<file path="src/rtl/f_bpredict.sv">
// Fetch PC generator with a direct-mapped BTB and 2-bit counters, for a 2-wide front end.
// Latency: predictions are combinational from pc and the table; pc and the table update on the next edge.
// Backpressure: stall holds pc and a redirect overrides stall; training does not depend on either.
module f_bpredict #(
    parameter int          PC_W     = 13,
    parameter int          IDX_W    = 6,
    parameter logic [1:0]  CTR_INIT = 2'b10
) (
    input  logic            clk,
    input  logic            rst_n,
    input  logic            stall,
    input  logic            fail_predict,
    input  logic [PC_W-1:0] true_pc,
    input  logic            upd_valid,
    input  logic [PC_W-1:0] upd_pc,
    input  logic            upd_taken,
    input  logic [PC_W-1:0] upd_target,
    output logic [PC_W-1:0] pc,
    output logic            slot1_valid,
    output logic [PC_W-1:0] pc_predicted1,
    output logic [PC_W-1:0] pc_predicted2,
    output logic [1:0]      pred_taken
);
    localparam int ENTRIES = 1 << IDX_W;
    localparam int TAG_W   = PC_W - IDX_W;

    logic [PC_W-1:0]    r_pc;
    logic [ENTRIES-1:0] r_valid;
    logic [TAG_W-1:0]   r_tag [ENTRIES];
    logic [PC_W-1:0]    r_tgt [ENTRIES];
    logic [1:0]         r_ctr [ENTRIES];

    logic [PC_W-1:0]  w_pc_b;
    logic [PC_W-1:0]  w_pc_2;
    logic [IDX_W-1:0] w_idx_a;
    logic [IDX_W-1:0] w_idx_b;
    logic [IDX_W-1:0] w_idx_u;
    logic             w_hit_a;
    logic             w_hit_b;
    logic             w_hit_u;
    logic             w_tk_a;
    logic             w_tk_b;
    logic [PC_W-1:0]  w_next_pc;
    logic [1:0]       w_ctr_nxt;

    // Slot 1 and the fall-through PC; wrap modulo 2**PC_W comes from the width.
    assign w_pc_b  = r_pc + PC_W'(1);
    assign w_pc_2  = r_pc + PC_W'(2);
    assign w_idx_a = r_pc[IDX_W-1:0];
    assign w_idx_b = w_pc_b[IDX_W-1:0];
    assign w_idx_u = upd_pc[IDX_W-1:0];

    // Lookup for both fetch slots plus the training port.
    assign w_hit_a = r_valid[w_idx_a] && (r_tag[w_idx_a] == r_pc[PC_W-1:IDX_W]);
    assign w_hit_b = r_valid[w_idx_b] && (r_tag[w_idx_b] == w_pc_b[PC_W-1:IDX_W]);
    assign w_hit_u = r_valid[w_idx_u] && (r_tag[w_idx_u] == upd_pc[PC_W-1:IDX_W]);
    assign w_tk_a  = w_hit_a && r_ctr[w_idx_a][1];
    assign w_tk_b  = w_hit_b && r_ctr[w_idx_b][1];

    assign pc            = r_pc;
    assign pc_predicted1 = w_tk_a ? r_tgt[w_idx_a] : w_pc_b;
    assign pc_predicted2 = w_tk_b ? r_tgt[w_idx_b] : w_pc_2;
    assign pred_taken    = {w_tk_b & ~w_tk_a, w_tk_a};
    assign slot1_valid   = ~w_tk_a;
    assign w_next_pc     = w_tk_a ? r_tgt[w_idx_a] : (w_tk_b ? r_tgt[w_idx_b] : w_pc_2);

    // Saturating counter step for a hit on the training port.
    always_comb begin
        w_ctr_nxt = r_ctr[w_idx_u];
        if (upd_taken) begin
            if (r_ctr[w_idx_u] != 2'b11) w_ctr_nxt = r_ctr[w_idx_u] + 2'b01;
        end else begin
            if (r_ctr[w_idx_u] != 2'b00) w_ctr_nxt = r_ctr[w_idx_u] - 2'b01;
        end
    end

    // Fetch PC: a redirect beats stall, otherwise follow the prediction.
    always_ff @(posedge clk or negedge rst_n) begin
        if (!rst_n) begin
            r_pc <= '0;
        end else if (fail_predict) begin
            r_pc <= true_pc;
        end else if (!stall) begin
            r_pc <= w_next_pc;
        end
    end

    // BTB training: update on hit, allocate on a taken miss, ignore a not-taken miss.
    always_ff @(posedge clk or negedge rst_n) begin
        if (!rst_n) begin
            r_valid <= '0;
            for (int i = 0; i < ENTRIES; i++) begin
                r_tag[i] <= '0;
                r_tgt[i] <= '0;
                r_ctr[i] <= '0;
            end
        end else if (upd_valid) begin
            if (w_hit_u) begin
                r_ctr[w_idx_u] <= w_ctr_nxt;
                if (upd_taken) r_tgt[w_idx_u] <= upd_target;
            end else if (upd_taken) begin
                r_valid[w_idx_u] <= 1'b1;
                r_tag[w_idx_u]   <= upd_pc[PC_W-1:IDX_W];
                r_tgt[w_idx_u]   <= upd_target;
                r_ctr[w_idx_u]   <= CTR_INIT;
            end
        end
    end
endmodule

</file>
<file path="config.mk">
export PLATFORM = sky130hd
export DESIGN_NAME = f_bpredict
export DESIGN_NICKNAME = d
export VERILOG_FILES = /design/src/rtl/f_bpredict.sv
export SDC_FILE = /design/constraint.sdc
export NUM_CORES = 2
export LEC_CHECK = 0
export BUFFER_PORTS_ARGS = -buffer_cell sky130_fd_sc_hd__buf_4
export CORE_UTILIZATION = 50
export CTS_CLUSTER_SIZE = 24
export DETAILED_ROUTE_END_ITERATION = 10
export PLACE_DENSITY = 0.68
export SETUP_SLACK_MARGIN = 0.2
export SLEW_MARGIN = 20
export SYNTH_ARGS = -nofsm -noshare
export SYNTH_HDL_FRONTEND = slang
export SYNTH_SLANG_ARGS = --single-unit
export TNS_END_PERCENT = 100
</file>
<file path="constraint.sdc">
create_clock -name clk -period 4.3 [get_ports clk]
set_input_delay 0.645 -clock clk [delete_from_list [all_inputs] [get_ports clk]]
set_output_delay 0.645 -clock clk [all_outputs]
set_load 0.05 [all_outputs]
</file>
==> results.md <==
- Min-Delay Endpoint: pc[12]
- Hold depth: 3
- Inserted Clock Buffers: 159
- Worst Setup Slack, final: -1.288 ns
- Failing checks: setup timing
- Die area: 172,100 sq um
- # nets final: 6,892
- Yosys warning count: 0
- Inst Count DP: 8,875
- Clk pin slew, worst setup/hold paths: 0.06 ns
- Most common cell after layout, fill and taps aside: dfrtp_1
- Core Util, Final: 0.5948
- Required @ worst endpoint: 3.65 ns
- Avg Synthesized Cell Area: 13.30 sq um
- Final wirelength: 326.2 mm
- Final number of max-transition violations: 0
- Max VDD drop: 0.0003825 V
- Die Ht: 414.9 microns
- First-pass GRT wire length: 475.4 mm
- Total number of vias: 65,679
- Most frequent cells in the layout: dfrtp_1, mux2_2, buf_4
- Post-DP HPWL: 222.3 mm
- Pwr per Cell Area: 421.4 nW/um^2
- Pre-Repair DR Iteration Count: 9
- Max Fclk: 179.0 MHz
- Core box area: 169,300 sq um
- Final min period: 5.588 ns
- Layout cells sized above 1: 0.4996
- Buffers on Ports: 86
- Max_slew headroom: 0.2741
- Final hold violation count: 0
- Final TNS setup: -35.11 ns
- Total track usage: 0.3778
- RR Startpoint: pc[0]
- Sequential fraction of the synthesis area: 0.4360
- Clock root cell: clkbuf_16
- Worst skew pair latency: 0.83 ns
- Worst-path fanout max: 34
- Chip Width: 414.9 microns
- Setup crit end kind: primary output
- Max Cap Violations: 0
- DR WL/cell: 35.48 microns
- Status: complete, but fails checks
- CTS sink count: 1,485
- Antenna violations before repair: 9
- CTS tree: built
- Crit path arrival time: 4.94 ns
- Area Growth Syn to Fin: 18.13%
- Synth Cell Area: 85,240 sq um
- FF-to-FF setup slack: -0.31 ns
- Worst-Margin Slew: 1.085 ns
- Post-synth EDFFs: 0
- Netlist cell types: 77
- Reg2Reg Depth: 17
- Final Power: 42.44 mW
- Reg-to-Reg End: pc[2]
- Setup-failing EPs final: 35
- Setup Skew: 0.03031 ns
- Remaining DRCs: 0
- Non-filler cells, final: 9,196
- Critical path type: register to primary output
- Ys async rst share: 1.000
- Unrepaired setup endpoints after global routing: yes
- Post-Synthesis Cells: 6,411
- Main synth FF type: dfrtp_1
- 1st-iter DRT viols: 8,994
- DRT antenna net count: 0
- Number of global-route vias before repair: 66,152
- Net Count, Synth: 6,458
- Total gr overflow: 0
- IO Count: 87
- CTS H-tree lvls: 4
- Largest net degree at the start of global routing: 173
- Period utilization: 1.300
- Final GP Congestion: 1.049
- Longest Clk Path Bufs: 3
- Setup crit start kind: register
- Pleak: 44.17 nW
- Number of synthesized register bits: 1,485
- Row count: 151
- HP Class: input port to register
- Initial Util: 0.5035
- Post-DR vias/cell: 7.142
- Hold Crit Start: true_pc[12]
-- cells by family (layout without fill, tap and decap cells) --
group	Yosys count	count (layout)	share of synthesized area
multiplexers	2264	2264	0.3910
flip-flops	1485	1485	0.4360
AND/OR/NAND/NOR	1122	1122	0.06322
AO/OA/AOI/OAI	803	803	0.06832
buffers and inverters	689	1249	0.03598
XOR/XNOR	44	44	0.004962
adder cells (fa/ha/maj)	4	4	0.0005284
other	0	7	0
-- where the power goes --
part | leakage, nW | switching (mW) | internal, mW
clock | 2.73 | 6.08 | 8.68
sequential | 20.1 | 1.18 | 15.1
combinational | 21.3 | 6.26 | 5.11
total | 44.2 | 13.5 | 28.9
-- worst max-delay path: stages (launching register included) --
cell and delay, ns:
dfrtp_4 0.50, ha_4 0.35, buf_4 0.13, buf_4 0.20
buf_4 0.49, buf_4 0.43, mux4_2 0.27, nand2_1 0.06
a311oi_1 0.38, a31oi_1 0.08, a21oi_1 0.72, mux2_4 0.32
buf_6 0.16
-- timing repair --
item,in CTS,in global routing
pin swaps,9,7
setup endpoints to repair,42,42
gates cloned,6,2
endpoints found under the hold margin,20,0
buffers inserted,16,2
hold buffers,1,0
gates resized for setup,94,16
-- metrics by stage --
stage / instance area (sq um) / setup slack (ns) / hold WS (ns)
finish: 100700 / -1.288 / 0.1300
global route: 100700 / -1.348 / 0.1451
CTS: 100500 / -1.256 / 0.1010
detailed placement: 94190 / -0.8429 / 0.4740
global placement: 94190 / -0.8980 / 0.4693
floorplan: 85610 / 0.008614 / 0.3494
-- how the worst max path moves through the flow --
stage	from	end	slack, ns	depth (start not counted)
3_5_place_dp	pc[0]	pc_predicted1[5]	-0.84	15
2_1_floorplan	pc[0]	pc_predicted2[7]	0.009	15
6_report	pc[1]	pc_predicted2[2]	-1.29	12
3_3_place_gp	pc[0]	pc_predicted1[1]	-0.90	16
4_1_cts	pc[1]	pc_predicted2[4]	-1.26	15
5_1_grt	pc[1]	pc_predicted2[9]	-1.35	15
-- synthesized netlist by cell type, types with 67 or more instances --
library cell	number	area, sq um
dfrtp_1	1485	37160
mux2_2	1361	15330
mux4_2	715	16100
nand2_1	575	2158
clkbuf_1	357	1340
mux2i_1	172	1722
nor2_1	150	563.0
buf_2	138	690.7
nand3_1	134	670.6
o21ai_0	131	655.6
a21oi_1	95	475.5
a221oi_1	85	744.5
buf_1	82	307.8
o31ai_1	67	503.0
-- layer usage --
layer  share of wire  track usage  vias to the layer above
met3            0.11       0.1040                     1204
li1                -            -                    25610
met4           0.081       0.2573                       12
met1            0.37       0.4888                    34293
met2            0.44       0.5551                     4560
met5         0.00048     0.003056                        -
-- sequential cells by signal (all words and copies together) (netlist names) --
signal   flops
r_valid     64
r_ctr      128
r_tgt      832
pc          13
r_tag      448
-- area by class of cell --
class | instances | area, sq um
well taps | 2218 | 2775
repair buffers | 924 | 9306
clock inverters | 54 | 847.1
multi-input cells | 4237 | 45690
fillers | 13122 | 68590
clock buffers | 233 | 4732
inverters | 38 | 147.6
flip-flops and latches | 1485 | 37180
diodes | 7 | 17.52
Power figures use the tool's default switching activity.
